[config.mk]
export PLATFORM = sky130hd
export DESIGN_NAME = uart_rx_fsmd
export DESIGN_NICKNAME = d
export VERILOG_FILES = /design/src/rtl/uart_pkg.sv /design/src/rtl/uart_sync_2ff.sv /design/src/rtl/uart_rx_fsmd.sv
export SDC_FILE = /design/constraint.sdc
export NUM_CORES = 1
export LEC_CHECK = 0
export CAP_MARGIN = 20
export CORE_MARGIN = 2
export CORE_UTILIZATION = 55
export DETAILED_ROUTE_END_ITERATION = 7
export GPL_TIMING_DRIVEN = 1
export PLACE_DENSITY = 0.77
export SLEW_MARGIN = 20
export SYNTH_ARGS = -nofsm -noshare
export SYNTH_HDL_FRONTEND = slang
export SYNTH_SLANG_ARGS = --single-unit
[constraint.sdc]
create_clock -name clk -period 1.8 [get_ports clk]
set_clock_uncertainty 0.05 [all_clocks]
set_input_delay 0.45 -clock clk [delete_from_list [all_inputs] [get_ports clk]]
set_output_delay 0.45 -clock clk [all_outputs]
set_load 0.01 [all_outputs]
[src/rtl/uart_pkg.sv]
// Shared UART definitions: receiver state codes, parity modes, idle line level.
package uart_pkg;

  typedef enum logic [2:0] {
    IDLE     = 3'd0,
    START    = 3'd1,
    DATA     = 3'd2,
    PARITY   = 3'd3,
    STOP     = 3'd4,
    BRK_WAIT = 3'd5
  } rx_state_t;

  localparam logic PAR_EVEN  = 1'b0;
  localparam logic PAR_ODD   = 1'b1;
  localparam logic LINE_IDLE = 1'b1;

  function automatic logic maj3(input logic a, input logic b, input logic c);
    return (a & b) | (a & c) | (b & c);
  endfunction

endpackage

[src/rtl/uart_sync_2ff.sv]
// Two-flop synchronizer for an asynchronous input, resetting to the idle line level.
// Latency: 2 clk. No backpressure.
module uart_sync_2ff
  import uart_pkg::*;
(
  input  logic clk,
  input  logic rst,
  input  logic d,
  output logic q
);

  logic meta;

  always_ff @(posedge clk or negedge rst) begin
    if (!rst) begin
      meta <= LINE_IDLE;
      q    <= LINE_IDLE;
    end else begin
      meta <= d;
      q    <= meta;
    end
  end

endmodule

[src/rtl/uart_rx_fsmd.sv]
// UART receiver FSMD on an oversampled clock; optional 2-of-3 bit vote under UART_RX_MAJORITY_EN.
// Latency: data_valid 2 + N/2 + N*(DATA_SIZE+PARITY_ON+1) + 1 clk after the start edge.
// No backpressure: data_valid is a one-cycle pulse, the consumer must take it.
module uart_rx_fsmd
  import uart_pkg::*;
#(
  parameter int DATA_SIZE           = 8,
  parameter int PARITY_ON           = 1,
  parameter int PARITY_ODD          = 0,
  parameter int NO_OF_CLKS          = 16,
  parameter int SAMPLING_CNTR_WIDTH = 4
) (
  input  logic                 clk,
  input  logic                 rst,
  input  logic                 rx_in,
  input  logic                 rx_en,
  output logic [DATA_SIZE-1:0] data_out,
  output logic                 data_valid,
  output logic                 parity_err,
  output logic                 frame_err,
  output logic                 busy
);

  localparam int                TW       = SAMPLING_CNTR_WIDTH;
  localparam logic [TW-1:0]     HALF_END = TW'(NO_OF_CLKS / 2 - 1);
  localparam logic [TW-1:0]     BIT_END  = TW'(NO_OF_CLKS - 1);
  localparam logic [2:0]        LAST_BIT = 3'(DATA_SIZE - 1);
  localparam logic              PAR_MODE = (PARITY_ODD != 0) ? PAR_ODD : PAR_EVEN;
  localparam bit                HAS_PAR  = (PARITY_ON != 0);

  rx_state_t              state;
  logic [TW-1:0]          tick;
  logic [2:0]             bit_cnt;
  logic [DATA_SIZE-1:0]   shreg;
  logic                   par_bit;
  logic                   pend;
  logic                   rx_s;
  logic [TW-1:0]          end_val;
  logic                   samp_tick;
  logic                   decide;
  logic                   bit_val;
`ifdef UART_RX_MAJORITY_EN
  logic                   v1;
  logic                   v2;
`else
  logic                   stop_smp;
`endif

  uart_sync_2ff u_sync (
    .clk (clk),
    .rst (rst),
    .d   (rx_in),
    .q   (rx_s)
  );

  // pend marks the extra cycle after the nominal tick: the vote cycle, or the
  // cycle that publishes a frame after its stop sample.
  always_comb begin
    end_val   = (state == START) ? HALF_END : BIT_END;
    samp_tick = (tick == end_val);
`ifdef UART_RX_MAJORITY_EN
    decide    = pend;
    bit_val   = maj3(v1, v2, rx_s);
`else
    decide    = (state == STOP) ? pend : samp_tick;
    bit_val   = (state == STOP) ? stop_smp : rx_s;
`endif
  end

  always_ff @(posedge clk or negedge rst) begin
    if (!rst) begin
      state      <= IDLE;
      tick       <= '0;
      bit_cnt    <= '0;
      shreg      <= '0;
      par_bit    <= 1'b0;
      pend       <= 1'b0;
      data_out   <= '0;
      data_valid <= 1'b0;
      parity_err <= 1'b0;
      frame_err  <= 1'b0;
      busy       <= 1'b0;
`ifdef UART_RX_MAJORITY_EN
      v1         <= LINE_IDLE;
      v2         <= LINE_IDLE;
`else
      stop_smp   <= LINE_IDLE;
`endif
    end else begin
      data_valid <= 1'b0;
      case (state)
        IDLE: begin
          tick    <= '0;
          bit_cnt <= '0;
          pend    <= 1'b0;
          if (rx_en && !rx_s) begin
            state <= START;
            busy  <= 1'b1;
          end
        end

        BRK_WAIT: begin
          if (rx_s == LINE_IDLE) begin
            state <= IDLE;
            busy  <= 1'b0;
          end
        end

        default: begin
`ifdef UART_RX_MAJORITY_EN
          // Vote cycle sits at tick 0 of the next bit, so restarting at 1 keeps the bit period.
          if (pend) begin
            pend <= 1'b0;
            tick <= TW'(1);
          end else if (samp_tick) begin
            v2   <= rx_s;
            pend <= 1'b1;
            tick <= '0;
          end else begin
            if (tick == end_val - TW'(1))
              v1 <= rx_s;
            tick <= tick + TW'(1);
          end
`else
          if (pend) begin
            pend <= 1'b0;
          end else if (samp_tick) begin
            tick <= '0;
            if (state == STOP) begin
              stop_smp <= rx_s;
              pend     <= 1'b1;
            end
          end else begin
            tick <= tick + TW'(1);
          end
`endif
          if (decide) begin
            case (state)
              START: begin
                if (bit_val) begin
                  state <= IDLE;
                  busy  <= 1'b0;
                end else begin
                  state <= DATA;
                end
              end

              DATA: begin
                shreg <= (shreg >> 1) | (DATA_SIZE'(bit_val) << (DATA_SIZE - 1));
                if (bit_cnt == LAST_BIT)
                  state <= HAS_PAR ? PARITY : STOP;
                else
                  bit_cnt <= bit_cnt + 3'd1;
              end

              PARITY: begin
                par_bit <= bit_val;
                state   <= STOP;
              end

              STOP: begin
                data_out   <= shreg;
                parity_err <= HAS_PAR && (par_bit != ((^shreg) ^ PAR_MODE));
                frame_err  <= ~bit_val;
                data_valid <= 1'b1;
                if (bit_val) begin
                  state <= IDLE;
                  busy  <= 1'b0;
                end else begin
                  state <= BRK_WAIT;
                end
              end

              default: begin
                state <= IDLE;
                busy  <= 1'b0;
              end
            endcase
          end
        end
      endcase
    end
  end

endmodule

==> results.toml, run 1 <==
[setup_path]
crit_chain = "clkdlybuf4s50_1"
critPathBufInv = 1
r2r_start = "tick[0]"
cpLargestDelayFamily = "buffers and inverters"
required_ps = 1300
reg2reg_depth = 4
worst-setup-path-type = "flop to primary output"
crit_fanout = 2
r2r-end = "shreg[7]"
cp-start-kind = "flop"
critPathLaunch = "parity_err"
end_kind = "primary output"
crit_path_max_incr_delay_ps = 540
crit_path_top_delay_cell = "clkdlybuf4s50_1"
r2r_slack_ps = 90
cp.arrival_ps = 1250

[synthesis]
synth_compound_area_share_pct = 14.4
yosys.area_share.simple_pct = 16.8
yosys-top-cells-area = "dfrtp_1 47%, nand2_1 7.8%, mux2_2 6.7%"
synth_cells = 166
synth_edf_count = 0
yosysTopAreaCell = "dfrtp_1"
synth_fa_ha_area_share_pct = 2.22
post_synth_num_cell_types = 36
ys_warn_count = 0
synth-xor-area-share_pct = 4.15
synthArstFlopShare_pct = 100
avgSynthCellArea_um2 = 10.2
seq_area_frac_synth_pct = 52.1
synth_nets = 173
synth_top_family_by_area = "simple AND/OR/NAND/NOR gates"
synth.area.mux_share_pct = 7.26
syn-cell-area_um2 = 1690
synth_top_flop_cell = "dfrtp_1"
ys_seq_elements = 35
synth_top_area_share_pct = 47.4

[final_layout]
nets = 195
mostFrequentLayoutCell = "nand2_1"
final_cell_mix = "35 x nand2_1, 32 x dfrtp_1, 16 x o21ai_0"
layout-drive-gt1-share_pct = 16.4
antenna-diode-count = 0
syn_to_final_growth_pct = 16.6
stdcell_count = 222
post-route-util_pct = 66.1
fillers = 238

[flow_run]
drv_cap = 0

[placed_design]
hpwlAfterDp_um = 2410
dpl.cell_count = 214
routabilityCongestion = 0.875
io_buffers = 15

[run_status]
status = "finished clean"

[worst_hold_path]
hold_class = "flop to flop"
hold_end = "u_sync.q"
hold_depth = 0
hold_start = "u_sync.meta"

[clocking]
holdBufCountCts = 0
cts_max_path_buffers = 2
cts_root_buffer = "clkbuf_4"
htreeDepth = 2
cts_made_buffers = 5
clock_latency_ps = 340
clk_transition_reported_paths_ps = 110
cts_tree = "yes"
clock_sinks = 35

[power_and_ir_drop]
pwr-share-clk_pct = 23.3
ir_drop_uv = 724
switchingPower_uw = 566
sw_frac_of_total_pct = 32.4
finalPower_uw = 1750
power_density_nw_per_um2 = 889
internal_power_uw = 1180
p_seq_share_pct = 51.3
p_leak_uw = 0.000933
comb_power_share_pct = 25.4

[drt]
avgViaCountPerCell = 5.74
ant_nets = 0
dr.pass1.iters = 4
totalWireLength_um = 3330
first_iter_violations = 65
drt_drc_violations_left = 0
vias = 1275
wl_per_cell_um = 15.0

[global_routing]
track_usage_pct = 22.2
grt_pass1_vias = 1297
antenna_found_initial = 0
grt_max_degree = 36
gr-total-overflow = 0
grt_pass1_wl_um = 5800

[timing]
report.final.slew_viol_count = 0
finalSetupViolCount = 0
hold_viol_final = 0
period_share_pct = 97.3
min_period_ps = 1750
rsz0062_at_grt = "no"
max_freq_mhz = 571
slew-limit-headroom_pct = 74.2
tightest_slew_ps = 386

[floorplan]
io_pins = 16
rows = 20
die_area_um2 = 3530
die_y_um = 59.4
die_w_um = 59.4
fp.coreArea_um2 = 2980
start_util_pct = 56.7
cells in the mapped netlist (3+ instances only):
cell type  count
nor2b_1        6
nand2_1       35
nor2_1         6
o21ai_0       17
dfstp_2        3
mux2_2        10
buf_2          3
inv_1          3
nand2b_1       3
a211oi_1       3
a21oi_1        5
nor3_1         3
dfrtp_1       32
ha_1           3
xnor2_1        7
worst max path at each step:
stage / to / slack, ps / depth (start not counted)
floorplan: shreg[0] / 320 / 4
global placement: busy / -50 / 6
detailed placement: busy / -100 / 6
CTS: data_out[4] / 30 / 1
global route: data_out[4] / 0.9 / 1
finish: parity_err / 50 / 1
timing repair:
item,4_1_cts,5_1_grt
setup buffers,0,0
gates resized for setup,1,5
setup endpoints to repair,1,4
pin swaps,0,0
metal layers:
layer / GRT usage, % / vias to the layer above / wire length (um)
li1: - / 613 / -
met1: 28.0 / 627 / 1430
met2: 37.0 / 33 / 1750
met3: 5.90 / 2 / 131
met4: 6.82 / 0 / 24
met5: 0 / - / 0
logic make-up after synthesis:
kind of cell / count (synthesis)
and+or+nand+nor: 61
AOI/OAI and AO/OA: 37
DFF: 35
buffers and inverters: 11
muxes: 11
xor gates and xnor gates: 8
adders and majority gates: 3
sequential cells by signal, indices dropped and copies added (netlist names):
name	flops
data_out	8
shreg	8
tick	4
bit_cnt	3
state	3
busy	1
data_valid	1
frame_err	1
par_bit	1
parity_err	1
pend	1
stop_smp	1
u_sync.meta	1
u_sync.q	1
power by group through the flow:
stage               registers [uW]  clock network (uW)  logic, uW
finish                         898                 407        444
global route                   906                 454        497
CTS                            896                 422        442
detailed placement             911                   0        439
global placement               907                   0        422
floorplan                      901                   0        328
area by class of cell:
class	count	area (um2)	area share, %
clock buffers	7	45.0	2.29
clock inverters	1	7.51	0.381
inverters	5	18.8	0.954
multi-input cells	120	761	38.7
flip-flops and latches	35	880	44.7
well taps	33	41.3	2.10
repair buffers	21	215	10.9
stage by stage:
| stage | area, um2 | hold WS [ps] | worst slack, ps | TNS, ps |
|---|---|---|---|---|
| after global routing | 1970 | 316 | 0.867 | 0 |
| final | 1970 | 312 | 47.9 | 0 |
| after global placement | 1900 | 298 | -48.0 | -48.0 |
| after detailed placement | 1900 | 299 | -103 | -104 |
| after floorplan | 1690 | 104 | 320 | 0 |
| after CTS | 1960 | 313 | 32.9 | 0 |
No activity file was read; power rests on OpenSTA's default activity.
==> inputs of run 2 (changes only) <==
Settings changed: CORE_MARGIN 2 to 3.
==> run 2 against run 1 <==
Compared with the run above:
- register-to-register slack gained 20 ps
- non-clock buffer count grew 2
- setup slack gained 8.2 ps
- die area grew 6.8%
- critical path depth is the same
- final area grew 1.1%
- maximum frequency grew 0.47%
- first-iteration DRC count shrank 29%
- core utilization grew 4.2 points
- critical path type unchanged
- critical endpoint is now data_out[5]
- largest cell class unchanged
==> results.toml, run 2 (synthesis gave the netlist of run 1 again) <==
[final_layout]
syn_to_final_growth_pct = 17.9
top_regs = "data_out (8), shreg (8), tick (4)"
antenna-diode-count = 0
fillers = 213
nets = 197
layout-drive-gt1-share_pct = 18.3
stdcell_count = 222
finalInstanceArea_um2 = 1990
mostFrequentLayoutCell = "nand2_1"
final_cell_mix = "35 x nand2_1, 32 x dfrtp_1, 16 x o21ai_0"

[clocking]
cts_max_path_buffers = 2
clock_sinks = 35
clk_transition_reported_paths_ps = 110
cts_made_buffers = 5
htreeDepth = 2
cts_root_buffer = "clkbuf_4"
cts_tree = "yes"
holdBufCountCts = 0
clock_latency_ps = 330

[timing]
rsz0062_at_grt = "no"
finalSetupViolCount = 0
period_share_pct = 96.9
hold_viol_final = 0
tightest_slew_ps = 417
slew-limit-headroom_pct = 72.2
min_period_ps = 1740
max_freq_mhz = 573
hold_slack_ps = 311
report.final.slew_viol_count = 0

[floorplan]
start_util_pct = 59.7
die_area_um2 = 3770
die_y_um = 61.4
io_pins = 16
rows = 19
fp.coreArea_um2 = 2830
die_w_um = 61.4

[power_and_ir_drop]
power_density_nw_per_um2 = 907
p_leak_uw = 0.000976
ir_drop_uv = 670

[placed_design]
io_buffers = 15
hpwlAfterDp_um = 2440
routabilityCongestion = 0.860
placed_area_um2 = 1890
dpl.cell_count = 211

[drt]
wl_per_cell_um = 16.1
maxUsedRoutingLayer = "met4"
drt-met1-wl_um = 1490
avgViaCountPerCell = 5.82
ant_nets = 0
dr.pass1.iters = 4
vias = 1293
wl_met3_um = 175
first_iter_violations = 46
met2WireLength_um = 1880
totalWireLength_um = 3580
drt_drc_violations_left = 0

[setup_path]
crit_path_top_delay_cell = "clkdlybuf4s50_1"
critPathBufInv = 1
required_ps = 1300
crit_path_max_incr_delay_ps = 540
end_kind = "primary output"
cpLargestDelayFamily = "buffers and inverters"
cp-start-kind = "flop"
crit_fanout = 2
worst-setup-path-type = "flop to primary output"
cp.arrival_ps = 1240
crit_chain = "clkdlybuf4s50_1"

[global_routing]
grt_pass1_vias = 1260
grt_pass1_wl_um = 5640
grt_max_degree = 36
antenna_found_initial = 0
track_usage_pct = 20.9
gr-total-overflow = 0

[worst_hold_path]
hold_class = "flop to flop"

[flow_run]
drv_cap = 0

[run_status]
status = "finished clean"
## run 2: routing by layer
layer	vias to the layer above	track usage (%)
li1	621	-
met1	634	25.8
met2	34	34.9
met3	4	5.66
met4	0	7.88
met5	-	0
## run 2: timing repair
item | 4_1_cts | 5_1_grt
gates resized for setup | 2 | 7
setup buffers | 0 | 3
endpoints found under the setup margin | 1 | 9
## run 2: power by group
group	internal (uW)	switching, uW
Combinational	226	260
Clock	151	266
Sequential	841	60.0
## run 2: path summary, 6_finish.rpt
| path | start | end | slack [ps] | depth (start not counted) |
|---|---|---|---|---|
| worst min register to register | u_sync.meta | u_sync.q | 310 | 0 |
| worst max register to register | tick[1] | shreg[7] | 110 | 4 |
| worst max-delay path | data_out[5] | data_out[5] | 60 | 1 |
| worst min-delay path | u_sync.meta | u_sync.q | 310 | 0 |
| max in group asynchronous | rst | u_sync.meta | 1020 | 2 |
| min in group asynchronous | rst | tick[3] | 420 | 2 |
## run 2: metrics by stage
| stage | worst slack (ps) | TNS, ps | utilization [%] | power [uW] |
|---|---|---|---|---|
| global route | 2.07 | 0 | 70.3 | 1910 |
| finish | 56.2 | 0 | 70.3 | 1800 |
| CTS | 26.2 | 0 | 69.0 | 1770 |
| floorplan | 320 | 0 | - | 1230 |
| detailed placement | -84.8 | -128 | 66.9 | 1350 |
| global placement | -49.9 | -49.9 | 66.9 | 1320 |
## run 2: final cells by class
cell class	instances	area, um2	share of cell area (%)
timing repair buffer	23	235	11.8
inverter	5	18.8	0.943
sequential	35	880	44.2
clock inverter	2	12.5	0.629
multi-input combinational	120	763	38.4
tap	31	38.8	1.95
clock buffer	6	41.3	2.08
